--- config.mk ---
export PLATFORM = sky130hd
export DESIGN_NAME = pipe_ctrl_flat
export DESIGN_NICKNAME = d
export VERILOG_FILES = /design/src/rtl/pipe_ctrl_if.sv /design/src/rtl/pipe_ctrl.sv /design/src/flat_wrapper.sv
export SDC_FILE = /design/constraint.sdc
export NUM_CORES = 1
export LEC_CHECK = 0
export BUFFER_PORTS_ARGS = -buffer_cell sky130_fd_sc_hd__buf_2
export CAP_MARGIN = 20
export CORE_ASPECT_RATIO = 1.1
export CORE_MARGIN = 1.5
export CORE_UTILIZATION = 50
export CTS_CLUSTER_DIAMETER = 40
export DETAILED_ROUTE_END_ITERATION = 16
export PLACE_DENSITY = 0.91
export SLEW_MARGIN = 15
export SYNTH_ARGS = -nofsm -noshare
export SYNTH_HDL_FRONTEND = slang
export SYNTH_SLANG_ARGS = --single-unit
--- constraint.sdc ---
create_clock -name clk -period 6.75 [get_ports clk]
set_input_delay 0.3375 -clock clk [delete_from_list [all_inputs] [get_ports clk]]
set_output_delay 0.3375 -clock clk [all_outputs]
set_load 0.01 [all_outputs]
--- src/rtl/pipe_ctrl_if.sv ---
// Hazard-control bundle between the pipeline datapath and pipe_ctrl.
// The master drives stage information; the slave (pipe_ctrl) returns register controls.
interface pipe_ctrl_if #(parameter int CNT_W = 16);
    logic [7:0]       d_icode;
    logic [7:0]       d_srcA;
    logic [7:0]       d_srcB;
    logic [7:0]       e_icode;
    logic [7:0]       e_dstM;
    logic             e_cnd;
    logic [1:0]       m_stat;
    logic [1:0]       w_stat;
    logic             cnt_clr;
    logic             f_stall;
    logic             d_stall;
    logic             d_bubble;
    logic             e_bubble;
    logic             m_bubble;
    logic             w_stall;
    logic [1:0]       cpu_stat;
    logic             halted;
    logic [CNT_W-1:0] stall_cnt;

    modport master (
        output d_icode, d_srcA, d_srcB, e_icode, e_dstM, e_cnd, m_stat, w_stat, cnt_clr,
        input  f_stall, d_stall, d_bubble, e_bubble, m_bubble, w_stall, cpu_stat, halted, stall_cnt
    );

    modport slave (
        input  d_icode, d_srcA, d_srcB, e_icode, e_dstM, e_cnd, m_stat, w_stat, cnt_clr,
        output f_stall, d_stall, d_bubble, e_bubble, m_bubble, w_stall, cpu_stat, halted, stall_cnt
    );
endinterface

--- src/rtl/pipe_ctrl.sv ---
// Pipeline hazard controller: load-use stalls, mispredict squash, RET fetch bubbles,
// exception drain and halt, plus a saturating fetch-stall performance counter.
module pipe_ctrl #(
    parameter int CNT_W = 16
) (
    input logic        clk,
    input logic        rst,
    pipe_ctrl_if.slave bus
);
    typedef enum logic [1:0] {RUN, RET_WAIT, DRAIN, HALTED} state_t;

    localparam logic [7:0] I_JXX    = 8'h07;
    localparam logic [7:0] I_RET    = 8'h09;
    localparam logic [7:0] I_MRMOVL = 8'h05;
    localparam logic [7:0] I_POPL   = 8'h0B;
    localparam logic [7:0] R_NONE   = 8'h0F;
    localparam logic [1:0] S_AOK    = 2'b00;

    state_t           state, state_nxt;
    logic [1:0]       ret_cnt, ret_cnt_nxt;
    logic [1:0]       cpu_stat;
    logic [CNT_W-1:0] stall_cnt;
    logic             load_use, mispred, halt_go;
    logic             f_stall, d_stall, d_bubble_req, e_bubble, m_bubble, w_stall;

    assign load_use = ((bus.e_icode == I_MRMOVL) || (bus.e_icode == I_POPL)) &&
                      (bus.e_dstM != R_NONE) &&
                      ((bus.e_dstM == bus.d_srcA) || (bus.e_dstM == bus.d_srcB));
    assign mispred  = (bus.e_icode == I_JXX) && !bus.e_cnd;

    always_comb begin
        state_nxt    = state;
        ret_cnt_nxt  = ret_cnt;
        halt_go      = 1'b0;
        f_stall      = 1'b0;
        d_stall      = 1'b0;
        d_bubble_req = 1'b0;
        e_bubble     = 1'b0;
        m_bubble     = 1'b0;
        w_stall      = 1'b0;
        case (state)
            RUN: begin
                if (bus.m_stat != S_AOK) begin
                    m_bubble  = 1'b1;
                    state_nxt = DRAIN;
                end else if (load_use) begin
                    f_stall  = 1'b1;
                    d_stall  = 1'b1;
                    e_bubble = 1'b1;
                end else if (mispred) begin
                    // A RET in decode is on the wrong path here, so it is squashed too.
                    d_bubble_req = 1'b1;
                    e_bubble     = 1'b1;
                end else if (bus.d_icode == I_RET) begin
                    f_stall      = 1'b1;
                    d_bubble_req = 1'b1;
                    state_nxt    = RET_WAIT;
                    ret_cnt_nxt  = 2'd1;
                end
            end
            RET_WAIT: begin
                if (bus.m_stat != S_AOK) begin
                    m_bubble  = 1'b1;
                    state_nxt = DRAIN;
                end else begin
                    f_stall      = 1'b1;
                    d_bubble_req = 1'b1;
                    if (ret_cnt != 2'd0) ret_cnt_nxt = ret_cnt - 2'd1;
                    else                 state_nxt   = RUN;
                end
            end
            DRAIN: begin
                f_stall      = 1'b1;
                d_bubble_req = 1'b1;
                e_bubble     = 1'b1;
                m_bubble     = 1'b1;
                if (bus.w_stat != S_AOK) begin
                    halt_go   = 1'b1;
                    state_nxt = HALTED;
                end
            end
            HALTED: begin
                f_stall  = 1'b1;
                d_stall  = 1'b1;
                e_bubble = 1'b1;
                m_bubble = 1'b1;
                w_stall  = 1'b1;
            end
            default: state_nxt = RUN;
        endcase
    end

    always_ff @(posedge clk or posedge rst) begin
        if (rst) begin
            state    <= RUN;
            ret_cnt  <= 2'd0;
            cpu_stat <= S_AOK;
        end else begin
            state   <= state_nxt;
            ret_cnt <= ret_cnt_nxt;
            if (halt_go) cpu_stat <= bus.w_stat;
        end
    end

    // Counter saturates at all-ones; clear wins over increment.
    always_ff @(posedge clk or posedge rst) begin
        if (rst)
            stall_cnt <= '0;
        else if (bus.cnt_clr)
            stall_cnt <= '0;
        else if (f_stall && (state != HALTED) && (stall_cnt != {CNT_W{1'b1}}))
            stall_cnt <= stall_cnt + 1'b1;
    end

    // Controls are forced low while reset is held; a stall beats a bubble in decode.
    assign bus.f_stall   = f_stall & ~rst;
    assign bus.d_stall   = d_stall & ~rst;
    assign bus.d_bubble  = d_bubble_req & ~d_stall & ~rst;
    assign bus.e_bubble  = e_bubble & ~rst;
    assign bus.m_bubble  = m_bubble & ~rst;
    assign bus.w_stall   = w_stall & ~rst;
    assign bus.halted    = (state == HALTED);
    assign bus.cpu_stat  = cpu_stat;
    assign bus.stall_cnt = stall_cnt;
endmodule

--- src/flat_wrapper.sv ---
// flat-port wrapper written by rule: the top's interface ports become plain ports
module pipe_ctrl_flat 
#(
    parameter int CNT_W = 16
)
  (clk, rst, bus_d_icode, bus_d_srcA, bus_d_srcB, bus_e_icode, bus_e_dstM, bus_e_cnd, bus_m_stat, bus_w_stat, bus_cnt_clr, bus_f_stall, bus_d_stall, bus_d_bubble, bus_e_bubble, bus_m_bubble, bus_w_stall, bus_cpu_stat, bus_halted, bus_stall_cnt);
  pipe_ctrl_if #(.CNT_W(CNT_W)) bus_i ();
  input logic clk;
  input logic rst;
  input wire logic [$bits(bus_i.d_icode)-1:0] bus_d_icode;
  input wire logic [$bits(bus_i.d_srcA)-1:0] bus_d_srcA;
  input wire logic [$bits(bus_i.d_srcB)-1:0] bus_d_srcB;
  input wire logic [$bits(bus_i.e_icode)-1:0] bus_e_icode;
  input wire logic [$bits(bus_i.e_dstM)-1:0] bus_e_dstM;
  input wire logic [$bits(bus_i.e_cnd)-1:0] bus_e_cnd;
  input wire logic [$bits(bus_i.m_stat)-1:0] bus_m_stat;
  input wire logic [$bits(bus_i.w_stat)-1:0] bus_w_stat;
  input wire logic [$bits(bus_i.cnt_clr)-1:0] bus_cnt_clr;
  output wire logic [$bits(bus_i.f_stall)-1:0] bus_f_stall;
  output wire logic [$bits(bus_i.d_stall)-1:0] bus_d_stall;
  output wire logic [$bits(bus_i.d_bubble)-1:0] bus_d_bubble;
  output wire logic [$bits(bus_i.e_bubble)-1:0] bus_e_bubble;
  output wire logic [$bits(bus_i.m_bubble)-1:0] bus_m_bubble;
  output wire logic [$bits(bus_i.w_stall)-1:0] bus_w_stall;
  output wire logic [$bits(bus_i.cpu_stat)-1:0] bus_cpu_stat;
  output wire logic [$bits(bus_i.halted)-1:0] bus_halted;
  output wire logic [$bits(bus_i.stall_cnt)-1:0] bus_stall_cnt;
  assign bus_i.d_icode = bus_d_icode;
  assign bus_i.d_srcA = bus_d_srcA;
  assign bus_i.d_srcB = bus_d_srcB;
  assign bus_i.e_icode = bus_e_icode;
  assign bus_i.e_dstM = bus_e_dstM;
  assign bus_i.e_cnd = bus_e_cnd;
  assign bus_i.m_stat = bus_m_stat;
  assign bus_i.w_stat = bus_w_stat;
  assign bus_i.cnt_clr = bus_cnt_clr;
  assign bus_f_stall = bus_i.f_stall;
  assign bus_d_stall = bus_i.d_stall;
  assign bus_d_bubble = bus_i.d_bubble;
  assign bus_e_bubble = bus_i.e_bubble;
  assign bus_m_bubble = bus_i.m_bubble;
  assign bus_w_stall = bus_i.w_stall;
  assign bus_cpu_stat = bus_i.cpu_stat;
  assign bus_halted = bus_i.halted;
  assign bus_stall_cnt = bus_i.stall_cnt;
  pipe_ctrl #(.CNT_W(CNT_W)) u_core (.clk(clk), .rst(rst), .bus(bus_i));
endmodule
### Word level (Yosys, flattened, before mapping)

Cells that the tools add are included.
W data, S select, Z words.

| word-level totals | value |
|---|---|
| register bits after elaboration | 22 |
| input port bits | 48 |
| output and inout bits | 25 |
| logic and storage cells | 93 |

| operators by class | value |
|---|---|
| $add $sub $neg | 2 |
| equality and inequality tests | 23 |
| muxes and demuxes | 36 |
| bitwise logic cells | 9 |
| reductions and logical operators | 19 |

Operators by type and width:

| cell | number |
|---|---|
| $mux W16 | 2 |
| $mux W2 | 10 |
| $mux W1 | 17 |
| $add A16 B1 Y16 const B | 1 |
| $eq A8 B3 Y1 const B | 2 |
| $eq A8 B4 Y1 const B | 2 |
| $eq A8 B8 Y1 | 2 |
| $ne A16 B16 Y1 const B | 1 |
| $ne A2 B2 Y1 const B | 5 |
| $reduce_bool A2 Y1 | 5 |
| $ne A8 B4 Y1 const B | 1 |
| $and A1 B1 Y1 | 7 |
| $reduce_and A7 Y1 | 1 |
| $ne A2 B1 Y1 const B | 3 |
| $ne A3 B3 Y1 const B | 2 |
| $pmux W1 S2 | 3 |
| $pmux W1 S3 | 2 |
| $pmux W2 S3 | 1 |
| $reduce_and A6 Y1 | 1 |
| $logic_and A1 B1 Y1 | 5 |
| $eq A2 B2 Y1 const B | 2 |
| $pmux W2 S2 | 1 |
| $reduce_or A2 Y1 | 2 |
| $ne A3 B1 Y1 const B | 1 |
| other kinds (8) | 10 |

### Logic depth before layout (Yosys ltp)

Gate-level depths: netlist of run 1.

| logic depth | value |
|---|---|
| word-level depth | 11 |
| depth in mapped cells | 11 |

### Least setup slack after synthesis of run 1

Ideal clock, no wire load.

| path | value |
|---|---|
| path type | register to register |
| from | register u_core.state[0] |
| to | register u_core.stall_cnt[7], in the netlist u_core.bus.stall_cnt[7] |
| arrival | 2.428 ns |
| required time | 6.625 ns |
| setup slack | 4.198 ns |
| cell stages (with the launch flop) | 9 |
| path through | dfrtp_1 inv_1 ha_1 or3b_4 or2_4 o31a_1 buf_6 nor4_1 mux2_2 |

| between the ends | value |
|---|---|
| word-level cells in the longest chain between the ends | 6 |
| elaborated cells on any way between the ends | 10 |

Ends and longest elaborated chain:

| what | RTL line | RTL |
|---|---|---|
| start: declaration | pipe_ctrl.sv:19 | `state_t state, state_nxt;` |
| start signal: assignment | pipe_ctrl.sv:99 | `state <= state_nxt;` |
| $eq A2 B2 Y1 | pipe_ctrl.sv:41 | `case (state)` |
| $reduce_or A2 Y1 (no line) | - |  |
| $pmux W1 S3 | pipe_ctrl.sv:41 |  |
| $logic_and A1 B1 Y1 (*) (2 in series) | pipe_ctrl.sv:111 | `else if (f_stall && (state != HALTED) && (stall_cnt != {CNT_W{1'b1}}))` |
| $reduce_bool A2 Y1 (no line) (*) | - |  |
| end signal: assignment | pipe_ctrl.sv:112 | `stall_cnt <= stall_cnt + 1'b1;` |
| end: declaration | pipe_ctrl.sv:22 | `logic [CNT_W-1:0] stall_cnt;` |

Mark *: on every way between the ends. The rest lies on a longest branch, timed or not.
A chain may end at the register's enable or synchronous reset.

### Final worst setup path of run 1

| path | value |
|---|---|
| from | register u_core.state[1] |
| to | register u_core.stall_cnt[7], in the netlist u_core.bus.stall_cnt[7] |

Same word-level chain as after synthesis.

==> metrics, run 1 <==
status finished, final reports clean; post_cts resized 0; DIE HEIGHT about 65 µm; H-Tree Depth 1; register clock-pin slew on the reported worst setup and hold paths 0.14 ns; first-pass GRT wire length between 7 and 8 mm; CP Depth 8; CTS Buf Count 3; Vias/cell approximately 5.9; Fin. Hold Viols 0; clk buf depth 2; setup repair after global routing missed its margin false; most common cell in the synthesized netlist dfrtp_1; worst path arrival time just over 3 ns; Reg-to-Reg Start u_core.state[1]; fin util between 60 and 70%; Chip Width 59.52 µm; final setup violation count 0; Port Buffer Count 72; fin nets around 340; Worst setup EP type register; Crit-path slowest cell or3b_1; Final Max Tran Viols 0; Slew @ Worst Pin 1.023 ns; clock power share between 10 and 15%; Mapped Nets between 200 and 300; CP Data Required Time 6.97 ns; Hold WS ~0.23 ns; # diodes 0; ys async rst share between 90% and 100%; Synth Area in Compound Gates between 10% and 20%; PwrDens 238.4 nW/µm²; Placed Instance Area roughly 2200 µm²; Total Routing Usage GR a little under a quarter; critical path type register to register; post-synthesis adder-cell area fraction 4.274%; vias in the first global route 1755; Core Region around 3400 µm²; Leak 0.9999 nW; Mapped Cells approximately 210; achievable frequency 346.9 MHz; #FFs+latches synth 22; logic gate share of total power around 54%; Layout Skew between 0.02 and 0.03 ns; Vias 1939; initial antenna violation count 0; Yosys Warn Count 0; Cell Int Power approximately 0.29 mW; Cell Chain, Critical Path inv_1 > ha_1 > or3b_1 > a211oi_1 > a31oi_1 > o31a_1 > nor4_1 > mux2_2; post-synthesis sequential area ratio a little under a third; Worst Path Buf+Inv 1; share of the synthesized area in the top cell type 31.34%; Distinct cells, synth 52; root buffer cell clkbuf_4; GP Congestion around 0.82; r2r endpoint u_core.bus.stall_cnt[7]; Reg power frac around a third; number of flops mapped to enable cells by yosys 0; Post-synth top flop dfrtp_1; largest family of logic cells by synthesized area simple AND/OR/NAND/NOR gates; GRT overflow 0; Worst path max stage delay roughly 0.43 ns; fill count 310; ranking of synthesized cells by area dfrtp_1 31%, xor2_1 8.0%, a21oi_1 6.0%, ha_1 4.3%, nor4_1 3.6%; Post-Synth XOR/XNOR Area around 8%; Area Growth Syn to Fin 24.64%; Hold Path Class input port to asynchronous set/reset pin; hold bufs inserted after CTS 0; CP delay by family, top simple AND/OR/NAND/NOR gates; setup TNS 0 ns; Period minus WS final 2.883 ns; dpl hpwl ~3.6 mm; Yosys top cell by area dfrtp_1; Clock Sinks 22; CTS tree done; simple-gate area share of the yosys netlist between 20 and 30%; R2R setup slack 3.87 ns; fin area around 2200 µm²; switching power about 0.23 mW; worst-path maximum fanout 23; die footprint a little under 4000 µm²; Setup Fix Bufs, Post-CTS 0; IO Count 73; Routed wire per std cell roughly 14 µm; Routed WL ~4.7 mm; Final Cycle Share between 40% and 50%; share of cells above drive strength 1 between 30% and 40%; DRC Markers 0; crit path launch type register; syn avg cell area around 8.4 µm²; Slew headroom between 30% and 40%; Switching Fraction between 40% and 50%; reg2reg path depth 8; portion of netlist area occupied by mux cells approximately 3%; Skew-Pair Late Insertion Delay 0.31 ns; Initial Util 52.31%; 1st-pass router iterations 4; largest net degree at the start of global routing 24; Max Cap Violations 0; DRT iter0 DRCs 80; Routed Antenna Nets 0; FP Rows 22; most frequent cells after synthesis 22 x dfrtp_1, 21 x a21oi_1, 16 x xor2_1; post-synthesis cell area ~1800 µm²; peak supply drop between 0.0001 and 0.00015 V
metal layers:
layer | vias to the layer above | wire length, µm | part of all wire (%) | global-route usage [%]
met3 | 5 | 484 | 10 | 3.543
li1 | 933 | - | - | -
met4 | 0 | 34 | 0.73 | 6.389
met5 | - | 0 | 0 | 0
met1 | 898 | 1810 | 39 | 27.53
met2 | 103 | 2340 | 50 | 44.64
area by class of cell:
cell class | instances | area (µm²) | share of cell area [%]
Timing Repair Buffer | 73 | 367.9 | 16.80
Multi-Input combinational cell | 170 | 1134 | 51.77
Clock buffer | 4 | 36.28 | 1.657
Sequential cell | 22 | 550.5 | 25.14
Tap cell | 48 | 60.06 | 2.743
Inverter | 11 | 41.29 | 1.886
logic make-up (layout without fill, tap and decap cells):
kind of cell	Yosys count	after routing
fa+ha+maj	6	6
flops	22	22
simple gates	89	89
xor+xnor	16	16
mux	5	5
buf+inv	17	88
compound gates	54	54
layout by cell type (no fill, tap or decap), drive strengths merged, types with 2 or more instances in the layout:
master   n
a211oi   2
a21oi   21
a22oi    2
a31oi    2
and2     2
and3     2
buf     73
clkbuf   4
dfrtp   22
ha       6
inv     11
mux2     2
mux2i    3
nand2   15
nand2b   2
nand3    6
nand3b   2
nand4    7
nor2    14
nor3     8
nor4    10
o21ai    6
o31a     2
o31ai    8
o41ai    2
or2      2
or3      3
or3b     3
or4      6
xor2    16
worst max path at each step:
stage                          from                       to  slack [ns]
finish              u_core.state[1]  u_core.bus.stall_cnt[7]        3.87
global route        u_core.state[1]  u_core.bus.stall_cnt[7]        3.73
CTS                 u_core.state[1]  u_core.bus.stall_cnt[7]        3.90
detailed placement  u_core.state[1]  u_core.bus.stall_cnt[7]        3.87
global placement    u_core.state[0]  u_core.bus.stall_cnt[7]        4.03
floorplan           u_core.state[0]  u_core.bus.stall_cnt[7]        4.20
registers in the layout, summed over array words and instances, names as in the netlist:
name                  count
u_core.bus.cpu_stat       2
u_core.bus.stall_cnt     16
u_core.ret_cnt            2
u_core.state              2
metrics by stage:
stage / power (mW) / worst slack (ns) / instances
CTS: 0.5217 / 3.905 / 328
global route: 0.5601 / 3.735 / 328
detailed placement: 0.4494 / 3.874 / 324
floorplan: 0.3723 / 4.198 / 209
global placement: 0.4389 / 4.030 / 324
finish: 0.5221 / 3.867 / 328
power groups by stage:
stage / registers [mW] / logic [mW] / clock network [mW]
6_report: 0.171 / 0.279 / 0.0719
5_1_grt: 0.173 / 0.310 / 0.0769
4_1_cts: 0.170 / 0.277 / 0.0742
3_5_place_dp: 0.173 / 0.276 / 0
3_3_place_gp: 0.171 / 0.268 / 0
2_1_floorplan: 0.176 / 0.196 / 0
No activity file was read; power rests on OpenSTA's default activity.
==> run 2, diff against run 1 <==
- CORE_UTILIZATION: 50 -> 48
- PLACE_DENSITY: 0.91 -> 0.88
- clock period: 6.75 -> 3 ns (I/O delays scaled with it)
==> run 2 against run 1 <==
Die area increased by 4.0%; register-to-register slack got worse by 3.6 ns; sequential share of layout area decreased by 0.64 points; non-clock buffer count increased by 5; critical endpoint unchanged; count of clock-buffer cells in the layout decreased by 1; via count decreased by 3.1%; wire length decreased by 2.9%; largest power group unchanged; highest routed layer unchanged; flip-flop and latch count unchanged; critical path type unchanged; fmax increased by 3.8%.
==> metrics, run 2 (synthesized netlist as in run 1, its figures left out) <==
worst-path maximum fanout 23 (unchanged); Critical Path Source u_core.state[0]; Routed wire per std cell 13.61 µm (-4.4%); IO Count 73 (unchanged); Port Buffer Count 72 (unchanged); CTS Buf Count 3 (unchanged); Fin. Hold Viols 0 (unchanged); Hold Path Cell Cnt 3; Vias/cell 5.640 (-4.6%); GRT overflow 0 (unchanged); worst path arrival time 3.00 ns (-0.10 ns); setup repair after global routing missed its margin false; reg2reg path depth 7 (-1); setup TNS 0 ns (unchanged); R2R setup slack 0.22 ns (-3.64 ns); status finished, final reports clean; register clock-pin slew on the reported worst setup and hold paths 0.14 ns (about the same); GP Congestion 0.9609 (+17%); commonest non-fill, non-tap cell in the layout buf_2; Clock Sinks 22 (unchanged); Area Growth Syn to Fin 27.92%; first-pass GRT wire length 7.659 mm (+4.8%); Reg-to-Reg Start u_core.state[0]; Hold Path Class input port to register; Initial Util 51.47% (-0.84 points); Slew @ Worst Pin 0.3963 ns (-0.6266 ns); Worst setup EP type register; die footprint 4032 µm² (+4.0%); Setup Fix Bufs, Post-CTS 0 (unchanged); initial antenna violation count 0 (unchanged); Skew-Pair Late Insertion Delay 0.32 ns (about the same); achievable frequency 360.2 MHz (+3.8%); CP Data Required Time 3.23 ns (-3.74 ns); Max Cap Violations 0 (unchanged); FP Rows 22 (unchanged); DIE HEIGHT 66.45 µm (+2.0%); vias in the first global route 1778 (+1.3%); Largest Register u_core.bus.stall_cnt; commonest non-fill, non-tap cells in the layout 72 x buf_2, 22 x dfrtp_1, 21 x a21oi_1; Routed Antenna Nets 0 (unchanged); Slew headroom 73.58% (+42 points); 1st-pass router iterations 4 (unchanged); Leak 1.031 nW (+3.1%); critical path type register to register; CTS tree done; DRT iter0 DRCs 80 (unchanged); DRC Markers 0 (unchanged); fin nets 340 (+1.5%); final setup violation count 0 (unchanged); peak supply drop 0.0003802 V (+180%); dpl hpwl 3.535 mm (-1.1%); Chip Width 60.68 µm (+2.0%); # diodes 0 (unchanged); Routed WL 4.533 mm (-2.9%); Layout Skew 0.01246 ns (-0.01296 ns); hold path start bus_w_stat[0]; Hold EP u_core.bus.cpu_stat[0]; H-Tree Depth 1 (unchanged); Total Routing Usage GR 24.16% (+0.34 points); share of cells above drive strength 1 31.93% (+1.2 points); PwrDens 559.7 nW/µm² (+130%); Vias 1878 (-3.1%); Design Power 1.258 mW (+140%); clk buf depth 2 (unchanged); Period minus WS final 2.777 ns (-0.1064 ns); root buffer cell clkbuf_4; max reg flops 16 (unchanged); Final Cycle Share 92.55% (+50 points); crit path launch type register; Final Max Tran Viols 0 (unchanged); r2r endpoint u_core.bus.stall_cnt[7]; Core Region 3413 µm² (+1.6%); largest net degree at the start of global routing 24 (unchanged)
## run 2: changes by cell type in the layout (fill, tap and decap cells not counted)
| cell | delta |
|---|---|
| bufinv_16 | +1 |
| o31a_2 | +1 |
| clkbuf_8 | -1 |
| buf_4 | +4 |
| dlygate4sd3_1 | +1 |
| o31a_1 | -1 |
## run 2: what timing repair did
| item | 4_1_cts | 5_1_grt |
|---|---|---|
| gates resized for setup | 0 | 1 |
| endpoints found under the hold margin | 22 | 0 |
| hold buffers | 1 | 0 |
| endpoints found under the setup margin | 0 | 5 |
## run 2: worst max path at each step
stage | end | slack (ns) | depth (start not counted)
global route | u_core.bus.stall_cnt[7] | 0.1 | 7
floorplan | u_core.bus.stall_cnt[7] | 0.45 | 8
detailed placement | u_core.bus.stall_cnt[7] | 0.17 | 7
CTS | u_core.bus.stall_cnt[7] | 0.15 | 7
finish | u_core.bus.stall_cnt[7] | 0.22 | 7
global placement | u_core.bus.stall_cnt[7] | 0.25 | 7
## run 2: cell type report
type	count	area (µm²)
Multi-Input combinational cell	170	1135
Clock buffer	3	22.52
Sequential cell	22	550.5
Tap cell	48	60.06
Clock inverter	1	30.03
Timing Repair Buffer	78	407.9
Fill cell	307	1166
Inverter	11	41.29
## run 2: worst max-delay path: stages, from the launching register on
cell,delay [ns]
dfrtp_1,0.43
inv_1,0.11
ha_1,0.26
or3b_4,0.42
or2_4,0.25
o31a_2,0.50
nor4_1,0.35
mux2_2,0.37
## run 2: through the flow
step	instance area [µm²]	utilization (%)	setup slack [ns]	std cells	hold WS, ns
after floorplan	1757	-	0.4477	209	0.1478
after global placement	2183	63.97	0.2526	328	0.2516
after detailed placement	2183	63.97	0.1722	328	0.2605
after CTS	2246	65.80	0.1458	333	0.06006
after global routing	2247	65.84	0.09987	333	0.07378
final	2247	65.84	0.2234	333	0.05450
## run 2: report_power, final
group	switching (mW)	internal, mW
sequential	0.0370	0.347
clock	0.0992	0.135
combinational	0.381	0.259
## run 2: metal layers
layer	vias up	part of all wire [%]	GRT usage, %
met4	0	0.42	5.163
met3	2	6.3	2.718
li1	940	-	-
met1	872	41	28.73
met5	-	0	0
met2	64	53	45.43
==> run 3, diff against run 2 <==
- CORE_UTILIZATION: 48 -> 50
- PLACE_DENSITY: 0.88 -> 0.91
- clock period: 3 -> 3.2 ns (I/O delays scaled with it)
==> run 3 against run 2 <==
Final area fell by 0.72%; hold slack improved by 0.064 ns; total power fell by 6.7%; non-clock buffer count fell by 2; clock power fell by 12%; wire length rose by 5.2%; flip-flop and latch count did not move; die area fell by 3.8%.
==> metrics, run 3 (synthesized netlist as in run 1, its figures left out) <==
Area Growth Syn to Fin 26.99%; Routed WL 4.768 mm (+5.2%); multi-input logic area 1134 µm² (-0.11%); Worst setup EP type register; Layout Skew 0.02135 ns (+0.008888 ns); Slew @ Worst Pin 0.7648 ns (+0.3685 ns); most used routing layer in global routing met2; final setup violation count 0 (unchanged); CTS Buf Count 3 (unchanged); setup TNS 0 ns (unchanged); grt met3 use 2.165% (-0.55 points); H-Tree Depth 1 (unchanged); fill count 290 (-5.5%); IO Count 73 (unchanged); Clock Sinks 22 (unchanged); worst-path maximum fanout 23 (unchanged); worst path arrival time 3.04 ns (+0.04 ns); r2r endpoint u_core.bus.stall_cnt[7]; DIE HEIGHT 65.17 µm (-1.9%); Vias/cell 5.776 (+2.4%); Routed wire per std cell 14.40 µm (+5.8%); PwrDens 526.1 nW/µm² (-6.0%); peak supply drop 0.0003652 V (-3.9%); commonest non-fill, non-tap cell in the layout buf_2; CP Capture Point u_core.bus.stall_cnt[7]; Port Buffer Count 72 (unchanged); first-pass GRT wire length 7.500 mm (-2.1%); Total Routing Usage GR 24.82% (+0.65 points); register clock-pin slew on the reported worst setup and hold paths 0.13 ns (about the same); Reg-to-Reg Start u_core.state[0]; Hold Path Class input port to register; GRT overflow 0 (unchanged); GR Util met1 31.26% (+2.5 points); vias in the first global route 1735 (-2.4%); Vias 1912 (+1.8%); Fin. Hold Viols 0 (unchanged); max reg flops 16 (unchanged); Core Region 3358 µm² (-1.6%); share of cells above drive strength 1 31.10% (-0.83 points); met2 usage 43.96% (-1.5 points); clk buf depth 2 (unchanged); DRT iter0 DRCs 117 (+46%); Slew headroom 49.02% (-25 points); DRC Markers 0 (unchanged); initial antenna violation count 0 (unchanged); achievable frequency 354.0 MHz (-1.7%); 1st-pass router iterations 4 (unchanged); register area 550.5 µm² (unchanged); commonest non-fill, non-tap cells in the layout 72 x buf_2, 22 x dfrtp_1, 21 x a21oi_1; setup repair after global routing missed its margin false; die footprint 3878 µm² (-3.8%); reg2reg path depth 7 (unchanged); Final Max Tran Viols 0 (unchanged); Routed Antenna Nets 0 (unchanged); Skew-Pair Late Insertion Delay 0.31 ns (about the same); Leak 1.021 nW (-0.98%); Critical Path Source u_core.state[0]; # diodes 0 (unchanged); Max Cap Violations 0 (unchanged); root buffer cell clkbuf_4; critical path type register to register; GP Congestion 0.8211 (-15%); dpl hpwl 3.727 mm (+5.4%); Placed Instance Area 2168 µm² (-0.69%); Largest Register u_core.bus.stall_cnt; Period minus WS final 2.825 ns (+0.04806 ns); Chip Width 59.52 µm (-1.9%); CTS tree done; R2R setup slack 0.38 ns (+0.15 ns); fin area 2231 µm² (-0.72%); crit path launch type register; largest net degree at the start of global routing 24 (unchanged); status finished, final reports clean; Initial Util 52.31% (+0.84 points); CP Data Required Time 3.41 ns (+0.18 ns); FP Rows 22 (unchanged); fin nets 338 (-0.59%); Final Cycle Share 88.27% (-4.3 points)
## run 3: layer usage
metal  routed length (µm)  vias up
met2                 2412       96
met1                 1831      866
li1                     -      942
met3                  454        8
met4                   70        0
met5                    0        -
## run 3: how the worst min path moves through the flow
| stage | slack (ns) | endpoint | startpoint | cells after the start |
|---|---|---|---|---|
| floorplan | 0.16 | u_core.bus.cpu_stat[0] | rst | 1 |
| global placement | 0.26 | u_core.bus.cpu_stat[1] | rst | 3 |
| detailed placement | 0.26 | u_core.bus.cpu_stat[1] | rst | 3 |
| CTS | 0.11 | u_core.bus.cpu_stat[1] | bus_w_stat[1] | 3 |
| global route | 0.14 | u_core.bus.cpu_stat[0] | bus_w_stat[0] | 3 |
| finish | 0.12 | u_core.bus.cpu_stat[1] | bus_w_stat[1] | 3 |
## run 3: metrics by stage
step | hold WS [ns] | instances | power [mW] | utilization (%) | worst slack (ns)
2_1_floorplan | 0.1578 | 209 | 0.7854 | - | 0.6477
6_report | 0.1187 | 331 | 1.174 | 66.43 | 0.3754
4_1_cts | 0.1124 | 331 | 1.181 | 66.43 | 0.3873
5_1_grt | 0.1405 | 331 | 1.271 | 66.43 | 0.2429
3_3_place_gp | 0.2642 | 326 | 0.9480 | 64.57 | 0.4631
3_5_place_dp | 0.2646 | 326 | 0.9686 | 64.57 | 0.3698
## run 3: report_power, final
group	internal, mW	switching (mW)	total [mW]	leakage [nW]
combinational	0.239	0.367	0.606	0.703
sequential	0.325	0.0365	0.362	0.290
clock	0.127	0.0795	0.206	0.0279
## run 3: final cells by class
type | count | area share [%]
Clock buffer | 3 | 1.010
Clock inverter | 1 | 1.346
Inverter | 11 | 1.851
Timing Repair Buffer | 76 | 17.61
Sequential cell | 22 | 24.68
Tap cell | 48 | 2.692
Multi-Input combinational cell | 170 | 50.81
## run 3: timing repair
item                                    CTS  global route
hold buffers                              1             0
gates resized for setup                   0             0
endpoints found under the setup margin    0             0
hold endpoints to repair                 22             0
buffers inserted                          0             0
## run 3: critical path, stage by stage (launching register included)
cell     delay [ns]
dfrtp_1        0.43
inv_1          0.11
ha_1           0.25
or3b_4         0.42
or2_4          0.24
o31a_1         0.54
nor4_1         0.39
mux2_2         0.37
